## src/rtl/exec_unit.sv

```systemverilog
// exec_unit -- multi-cycle execute stage feeding the 8-bit register file.
//
// Accepts two operands plus a destination register on Start (when not Busy),
// computes an ALU / shift / multiply result, then drives the register-file
// write port (WriteEn/Waddr/DataOut) for exactly one cycle.
//
// Optional feature macro: EXEC_UNIT_MUL_EN
//   defined   : Op 110 is a W-cycle unsigned shift-add multiply
//   undefined : Op 110 is single-cycle with result 0, Carry 0
//
// Ports:
//   Clk, Reset        clock (rising edge), async active-low reset
//   Start, Op, InA,   request handshake, operation select, operands and
//   InB, Dest         destination register (all sampled on accept)
//   Busy              high in RUN and WB
//   Done, WriteEn     one-cycle pulse in WB
//   Waddr, DataOut    register-file write address/data (valid with WriteEn)
//   Zero, Carry       result flags, updated when leaving WB
module exec_unit #(
  parameter int W = 8,
  parameter int A = 4
) (
  input  logic         Clk,
  input  logic         Reset,
  input  logic         Start,
  input  logic [2:0]   Op,
  input  logic [W-1:0] InA,
  input  logic [W-1:0] InB,
  input  logic [A-1:0] Dest,
  output logic         Busy,
  output logic         Done,
  output logic         WriteEn,
  output logic [A-1:0] Waddr,
  output logic [W-1:0] DataOut,
  output logic         Zero,
  output logic         Carry
);
  localparam logic [2:0] OP_ADD = 3'b000, OP_SUB = 3'b001, OP_AND = 3'b010,
                         OP_XOR = 3'b011, OP_SHL = 3'b100, OP_SHR = 3'b101,
                         OP_MUL = 3'b110, OP_PASSB = 3'b111;

`ifdef EXEC_UNIT_MUL_EN
  // Counter must reach W for the multiply as well as 7 for shifts.
  localparam int CW = ($clog2(W+1) > 3) ? $clog2(W+1) : 3;
`else
  localparam int CW = 3;
`endif

  typedef enum logic [1:0] {S_IDLE, S_RUN, S_WB} state_t;

  state_t         state_q;
  logic [2:0]     op_q;
  logic [A-1:0]   dest_q;
  logic [W-1:0]   a_q;
  logic [CW-1:0]  cnt_q;
  logic           rc_q;      // carry of the result waiting in WB
  logic [W-1:0]   dout_q;
  logic [A-1:0]   waddr_q;
  logic           zero_q, carry_q;

  logic [W-1:0]   fast_res;
  logic           fast_c;
  logic           go_run;
  logic [W-1:0]   shl_nxt, shr_nxt;

`ifdef EXEC_UNIT_MUL_EN
  // {high, low}: low starts as the multiplier and is consumed LSB first
  // while the product shifts in from the top.
  logic [2*W-1:0] p_q;
  logic [W:0]     mul_sum;
  logic [2*W-1:0] p_nxt;
  assign mul_sum = {1'b0, p_q[2*W-1:W]} + (p_q[0] ? {1'b0, a_q} : '0);
  assign p_nxt   = {mul_sum, p_q[W-1:1]};
`endif

  assign shl_nxt = {a_q[W-2:0], 1'b0};
  assign shr_nxt = {1'b0, a_q[W-1:1]};

  // Result for ops that go straight to WB; a zero-distance shift passes A.
  always_comb begin
    fast_res = '0;
    fast_c   = 1'b0;
    case (Op)
      OP_ADD:         {fast_c, fast_res} = {1'b0, InA} + {1'b0, InB};
      OP_SUB:         begin fast_res = InA - InB; fast_c = (InA >= InB); end
      OP_AND:         fast_res = InA & InB;
      OP_XOR:         fast_res = InA ^ InB;
      OP_PASSB:       fast_res = InB;
      OP_SHL, OP_SHR: fast_res = InA;
      default:        fast_res = '0;
    endcase
  end

`ifdef EXEC_UNIT_MUL_EN
  assign go_run = ((Op == OP_SHL || Op == OP_SHR) && InB[2:0] != 3'd0) || (Op == OP_MUL);
`else
  assign go_run = (Op == OP_SHL || Op == OP_SHR) && InB[2:0] != 3'd0;
`endif

  always_ff @(posedge Clk or negedge Reset) begin
    if (!Reset) begin
      state_q <= S_IDLE;
      op_q    <= '0;
      dest_q  <= '0;
      a_q     <= '0;
      cnt_q   <= '0;
      rc_q    <= 1'b0;
      dout_q  <= '0;
      waddr_q <= '0;
      zero_q  <= 1'b0;
      carry_q <= 1'b0;
`ifdef EXEC_UNIT_MUL_EN
      p_q     <= '0;
`endif
    end else begin
      case (state_q)
        S_IDLE: if (Start) begin
          op_q   <= Op;
          dest_q <= Dest;
          a_q    <= InA;
          if (go_run) begin
            state_q <= S_RUN;
            cnt_q   <= CW'(InB[2:0]);
`ifdef EXEC_UNIT_MUL_EN
            if (Op == OP_MUL) cnt_q <= CW'(W);
            p_q <= {{W{1'b0}}, InB};
`endif
          end else begin
            state_q <= S_WB;
            dout_q  <= fast_res;
            rc_q    <= fast_c;
            waddr_q <= Dest;
          end
        end
        S_RUN: begin
          cnt_q <= cnt_q - CW'(1);
          case (op_q)
            OP_SHL: begin a_q <= shl_nxt; rc_q <= a_q[W-1]; end
            OP_SHR: begin a_q <= shr_nxt; rc_q <= a_q[0];   end
`ifdef EXEC_UNIT_MUL_EN
            OP_MUL: p_q <= p_nxt;
`endif
            default: ;
          endcase
          if (cnt_q == CW'(1)) begin
            state_q <= S_WB;
            waddr_q <= dest_q;
            case (op_q)
              OP_SHL:  dout_q <= shl_nxt;
              OP_SHR:  dout_q <= shr_nxt;
`ifdef EXEC_UNIT_MUL_EN
              OP_MUL:  begin dout_q <= p_nxt[W-1:0]; rc_q <= |p_nxt[2*W-1:W]; end
`endif
              default: dout_q <= '0;
            endcase
          end
        end
        S_WB: begin
          state_q <= S_IDLE;
          zero_q  <= (dout_q == '0);
          carry_q <= rc_q;
        end
        default: state_q <= S_IDLE;
      endcase
    end
  end

  assign Busy    = (state_q != S_IDLE);
  assign WriteEn = (state_q == S_WB);
  assign Done    = WriteEn;
  assign Waddr   = waddr_q;
  assign DataOut = dout_q;
  assign Zero    = zero_q;
  assign Carry   = carry_q;
endmodule
```

## config.mk

```make
export PLATFORM = sky130hd
export DESIGN_NAME = exec_unit
export DESIGN_NICKNAME = d
export VERILOG_FILES = /design/src/rtl/exec_unit.sv
export SDC_FILE = /design/constraint.sdc
export NUM_CORES = 1
export LEC_CHECK = 0
export ABC_AREA = 0
export BUFFER_PORTS_ARGS = -buffer_cell sky130_fd_sc_hd__clkbuf_2
export CELL_PAD_IN_SITES_DETAIL_PLACEMENT = 2
export CELL_PAD_IN_SITES_GLOBAL_PLACEMENT = 2
export CORE_ASPECT_RATIO = 0.5
export CORE_MARGIN = 1
export CORE_UTILIZATION = 31
export CTS_CLUSTER_DIAMETER = 40
export DETAILED_ROUTE_END_ITERATION = 10
export PLACE_DENSITY_LB_ADDON = 0.15
export SLEW_MARGIN = 15
export SYNTH_ARGS = -nofsm -noshare
export SYNTH_HDL_FRONTEND = slang
export SYNTH_SLANG_ARGS = --single-unit
```

## constraint.sdc

```tcl
create_clock -name Clk -period 1.4 [get_ports Clk]
set_clock_uncertainty 0.05 [all_clocks]
set_input_delay 0.14 -clock Clk [delete_from_list [all_inputs] [get_ports Clk]]
set_output_delay 0.14 -clock Clk [all_outputs]
set_load 0.05 [all_outputs]
```

==> metrics list, run 1 <==
- The die is ~72 um tall.
* Outcome: stopped before the end
* GRT worst endpoint: rc_q$_DFFE_PN0P_/D
- The synthesized design contains 35 register bits.
- TritonCTS buffer count: 5
* Number of enable flip-flop cells after synthesis: 0
- Post-synthesis sequential area ratio: 0.287
- At the placement stage, the worst setup path has a slack of -0.919 ns.
- Number of antenna violations at the first check in global routing: 0
- Sink Count: 35
- Proportion of register bits with asynchronous set or reset after synthesis: 1.00
* Total number of H-tree levels: 2
* Net count after synthesis: 430
- Die width: roughly 140 um
- Pin count of the biggest net entering global routing: 36
- Top FF cell, synth: sky130_fd_sc_hd__dfrtp_1
* Core Rows: 25
- Clock tree synthesis selected as its root buffer the cell sky130_fd_sc_hd__clkbuf_16.
- In this run the tool buffered the top-level ports with between 40 and 50 buffer cells.
- The flow stopped in 5_1_grt.
- After the last repair the worst path ends at a register data pin.
* Number of cells produced by synthesis: about 380
- Each instance of the synthesized netlist takes up on average about 8 um2.
* Starting utilization of the core area: 0.321
- For this design the top-level I/O count stands at 43.
- Synthesis Warnings: 0
- Yosys mapped the design onto 61 distinct sky130hd cell types.
- The cell area that synthesis handed to floorplanning was about 3100 um2.
- Detailed placer's ending HPWL: approximately 12 mm
- Bufs on Longest Clock Path: 2
* Stop err: [ERROR DPL-0033] detailed placement checks failed during check placement.
* GPL Wtd Cong: between 0.8 and 0.9
[timing repair]
action                                 in CTS
gates cloned                                2
pin swaps                                  29
endpoints found under the hold margin      35
setup buffers                              21
setup endpoints to repair                  36
resized for setup                          96
hold buffers                                1
[cell usage after synthesis (4+ instances only)]
library cell | count | share of area
sky130_fd_sc_hd__nand2b_1 | 13 | 0.027
sky130_fd_sc_hd__nor3_1 | 7 | 0.011
sky130_fd_sc_hd__o31ai_1 | 4 | 0.0098
sky130_fd_sc_hd__mux2_2 | 7 | 0.026
sky130_fd_sc_hd__a21oi_1 | 28 | 0.046
sky130_fd_sc_hd__buf_2 | 15 | 0.025
sky130_fd_sc_hd__inv_1 | 21 | 0.026
sky130_fd_sc_hd__ha_1 | 19 | 0.078
sky130_fd_sc_hd__a31oi_1 | 15 | 0.031
sky130_fd_sc_hd__nor2_1 | 38 | 0.047
sky130_fd_sc_hd__o22a_1 | 4 | 0.011
sky130_fd_sc_hd__a22oi_1 | 5 | 0.012
sky130_fd_sc_hd__clkbuf_1 | 5 | 0.0061
sky130_fd_sc_hd__nor4_1 | 8 | 0.016
sky130_fd_sc_hd__nor2b_1 | 7 | 0.014
sky130_fd_sc_hd__dfrtp_1 | 35 | 0.29
sky130_fd_sc_hd__mux2i_1 | 12 | 0.039
sky130_fd_sc_hd__buf_4 | 4 | 0.0098
sky130_fd_sc_hd__o21ai_0 | 26 | 0.043
sky130_fd_sc_hd__nand2_1 | 43 | 0.053
sky130_fd_sc_hd__nand3_1 | 8 | 0.013
[kinds of logic after synthesis]
logic type	after synthesis	synth area share
and+or+nand+nor	138	0.219
AOI/OAI and AO/OA	118	0.255
buffers and inverters	48	0.0725
DFF	35	0.287
adders and majority gates	21	0.0909
muxes	19	0.0651
xor gates and xnor gates	4	0.0115
[metrics by stage]
stage	area, um2	cells	hold WS [ns]	util
floorplan	3250	383	-0.206	-
global placement	4390	650	0.158	0.462
detailed placement	4390	650	0.174	0.462
CTS	5160	681	0.0671	0.543
==> inputs of run 2 (changes only) <==
--- a/config.mk
+++ b/config.mk
@@ -7,12 +7,8 @@
 export LEC_CHECK = 0
 export ABC_AREA = 0
 export BUFFER_PORTS_ARGS = -buffer_cell sky130_fd_sc_hd__clkbuf_2
-export CELL_PAD_IN_SITES_DETAIL_PLACEMENT = 2
-export CELL_PAD_IN_SITES_GLOBAL_PLACEMENT = 2
-export CORE_ASPECT_RATIO = 0.5
 export CORE_MARGIN = 1
-export CORE_UTILIZATION = 31
-export CTS_CLUSTER_DIAMETER = 40
+export CORE_UTILIZATION = 25
 export DETAILED_ROUTE_END_ITERATION = 10
 export PLACE_DENSITY_LB_ADDON = 0.15
 export SLEW_MARGIN = 15
==> constraint.sdc (replaced) <==
create_clock -name Clk -period 1.8 [get_ports Clk]
set_clock_uncertainty 0.05 [all_clocks]
set_input_delay 0.18 -clock Clk [delete_from_list [all_inputs] [get_ports Clk]]
set_output_delay 0.18 -clock Clk [all_outputs]
set_load 0.05 [all_outputs]
==> metrics list, run 2 <==
- The average instance area after synthesis is 7.98 um2 (unchanged).
* Last element of the critical path: DataOut[6]
* Total Routing Usage GR: 0.163
- Core Rows: 40 (+60%)
- Number of enable flip-flop cells after synthesis: 0 (unchanged)
- Starting utilization of the core area: 0.256 (-0.0659)
- Bufs on Longest Clock Path: 2 (unchanged)
- Outcome: finished, final reports clean
- Setup repair after global routing could not meet its margin everywhere.
* Proportion of register bits with asynchronous set or reset after synthesis: 1.00 (unchanged)
- F_max: between 500 and 600 MHz
* Die width: 113 um (-21%)
* Layout overhead on the synthesized area: 40.0%
* Count of buffers inserted at the top-level ports: 42 (unchanged)
- In this run the critical register-to-register path is captured at a_q[4].
- Depth of the worst register-to-register path: 6
* Most common library cell in the layout ignoring fill and taps: sky130_fd_sc_hd__buf_4
- The first detailed-routing pass ran for 4 iterations.
* Launch point of the worst reg-to-reg path: op_q[1]
- In this run the remaining antenna-violating nets after routing total 0.
- Final count of pins violating max slew: 0
- Worst-margin pin slew: between 0.4 and 0.5 ns
- Count of fill cells added during filler insertion: 1291
* Total number of H-tree levels: 2 (unchanged)
* Crit. Startpoint: InA[0]
* Compound-Gate Fraction of Synth Area: 0.255 (unchanged)
- After detailed routing, the number of vias per cell comes to roughly 5.0.
- By count the netlist is led by 43 x sky130_fd_sc_hd__nand2_1, 38 x sky130_fd_sc_hd__nor2_1, 35 x sky130_fd_sc_hd__dfrtp_1.
* Synthesis Warnings: 0 (unchanged)
- Drt first-iter violations: around 150
* Mux share of post-synthesis cell area: 0.0651 (unchanged)
- Seq cells post-synth: 35 (unchanged)
* Antenna diode instance count: 0
- Unique masters post-synth: 61 (unchanged)
* Largest family of logic cells by synthesized area: compound AO/OA/AOI/OAI gates
- By instance count, the leading cell after synthesis is sky130_fd_sc_hd__nand2_1.
- Largest fanout on the critical path: 3
* Post-synthesis simple-gate area fraction: 0.219 (unchanged)
- Hold is met by about 0.10 ns.
- Ratio of cells with drive above 1 in the final layout: 0.334
- Sink Count: 35 (unchanged)
- Worst setup EP type: flop
- The placed wire-length estimate was 8.03 mm (-30%).
- The post-synthesis sequential area ratio was 0.287 (unchanged).
* Worst setup path class: input port to flop
* Number of cells produced by synthesis: 383 (unchanged)
- Net count after synthesis: 430 (unchanged)
- In the final timing run, aggregate negative setup slack is 0 ns.
* Number of antenna violations at the first check in global routing: 0
- Setup violations remaining at the end of the flow were counted as 0.
- The proportion of netlist area held by the largest area contributor is 0.287 (unchanged).
- Adder and majority gate portion of the synthesized area: 0.0909 (unchanged)
- For this design the static power due to leakage is 1.91 nW.
- STA puts the critical path data required time at ~1.9 ns.
- After global routing the overflow that remains totals 0.
* Fin crit period: 1.77 ns
- The setup check on the worst reg-to-reg path leaves a slack of about 0.13 ns.
- Total Wirelength: ~10 mm
- After layout, the design draws a total of approximately 0.0056 W.
- Clock latency at the later pin of the worst-skew pair: 0.28 ns
- Worst slew margin relative to its limit: 0.676
* Pin count of the biggest net entering global routing: 23
- In the synthesized netlist the dominant register cell turns out to be sky130_fd_sc_hd__dfrtp_1.
- Vias in the first global route: 3145
- Top cell type by total area after synthesis: sky130_fd_sc_hd__dfrtp_1
- Vias after detailed routing: roughly 3100
- The global placer's final weighted congestion is 0.842 (-4.3%).
- Worst supply voltage drop on vdd: slightly below 0.5 mV
* Worst path arrival time: around 1.9 ns
- Xor/xnor cell area share of the yosys netlist: 0.0115 (unchanged)
- The die covers approximately 13000 um2.
- Sorting the synthesized cells by area gives the leading types as sky130_fd_sc_hd__dfrtp_1 29%, sky130_fd_sc_hd__ha_1 7.8%, sky130_fd_sc_hd__nand2_1 5.3%.
- Area of the core: ~12000 um2
- The chip height is 113 um (+56%).
- The number of primary I/O pins came to 43 (unchanged).
* CP startpoint kind: input port
- The tightest min-delay check is of the input port to flop type.
* Global-route wire length before repair: ~16 mm
- Highest-count cells in the layout ignoring fill and taps: 73 x sky130_fd_sc_hd__buf_4, 43 x sky130_fd_sc_hd__nand2_1, 38 x sky130_fd_sc_hd__nor2_1, 38 x sky130_fd_sc_hd__clkbuf_2, 35 x sky130_fd_sc_hd__dfrtp_1
* Total standard cell area after synthesis: 3060 um2 (unchanged)
- The number of hold violations in the final report was 0.
- CTS tree: yes
- Power density cells: 1310 nW/um2
* Max-cap viol count: 0
- After detailed routing, the average wire length per cell comes to 15.5 um.
* Residual DRC count: 0
- Register clock-pin slew on the reported worst setup and hold paths: 0.06 ns
- In the final design database the tool counted about 530 nets.
- Of the available clock period, the critical path in the final layout requires 0.985.
* Library cell used as clock root buffer: sky130_fd_sc_hd__clkbuf_16
- The number of buffers inserted during clock tree synthesis was 5 (unchanged).
==> run 2: what timing repair did <==
action                                 in CTS  in global routing
setup endpoints to repair                   4                  5
endpoints found under the hold margin      16                  0
hold buffers                                1                  0
gates resized for setup                    10                 15
setup buffers                               1                  1
pin swaps                                   6                  9
==> run 2: power by group <==
part	switching, W	total (W)	internal (W)
sequential	0.000334	0.00149	0.00116
clock	0.000323	0.00112	0.000794
combinational	0.00182	0.00297	0.00115
==> run 2: how the worst min path moves through the flow <==
stage                           end  cells past startpoint  startpoint
after floorplan               Carry                      0       Reset
after global placement     Waddr[0]                      1       Reset
after detailed placement   Waddr[0]                      1       Reset
after CTS                  Waddr[2]                      3     Dest[2]
after global routing      dest_q[2]                      2     Dest[2]
final                      Waddr[2]                      3     Dest[2]
==> run 2: area by class of cell <==
type	instances	area [um2]	area share
inverters	21	91.3	0.0213
multi-input cells	300	2050	0.480
flip-flops and latches	35	876	0.205
clock inverters	2	60.1	0.0140
well taps	147	184	0.0430
clock buffers	6	129	0.0301
repair buffers	121	885	0.207
==> run 2: routing by layer <==
metal,GRT usage,part of all wire
met1,0.219,0.49
met2,0.273,0.47
met3,0.0259,0.028
met4,0.0382,0.015
met5,0,0
==> run 2: cells by family (layout without fill, tap and decap cells) <==
family,count (synthesis),count (layout)
AO/OA/AOI/OAI,118,118
XOR/XNOR,4,4
adder cells (fa/ha/maj),21,21
buffers and inverters,48,150
flip-flops,35,35
multiplexers,19,19
AND/OR/NAND/NOR,138,138
==> run 2: through the flow <==
step           std cells   util  instance area, um2  setup slack [ns]
2_1_floorplan        383      -                3080           -0.0962
3_3_place_gp         621  0.330                3940            -0.424
3_5_place_dp         621  0.330                3940            -0.434
4_1_cts              631  0.352                4210           -0.0242
5_1_grt              632  0.358                4280           -0.0674
6_report             632  0.358                4280            0.0278
==> run 2: critical path, cell delays in order <==
cell and delay (ns):
sky130_fd_sc_hd__clkbuf_16 0.14, sky130_fd_sc_hd__ha_1 0.23, sky130_fd_sc_hd__fa_2 0.38, sky130_fd_sc_hd__nand2b_1 0.10
sky130_fd_sc_hd__a21oi_2 0.08, sky130_fd_sc_hd__a221oi_2 0.27, sky130_fd_sc_hd__buf_4 0.15, sky130_fd_sc_hd__nor2_1 0.05
sky130_fd_sc_hd__a2bb2oi_2 0.15, sky130_fd_sc_hd__o22a_1 0.17
Note: power is estimated with default switching activity, not from simulation.
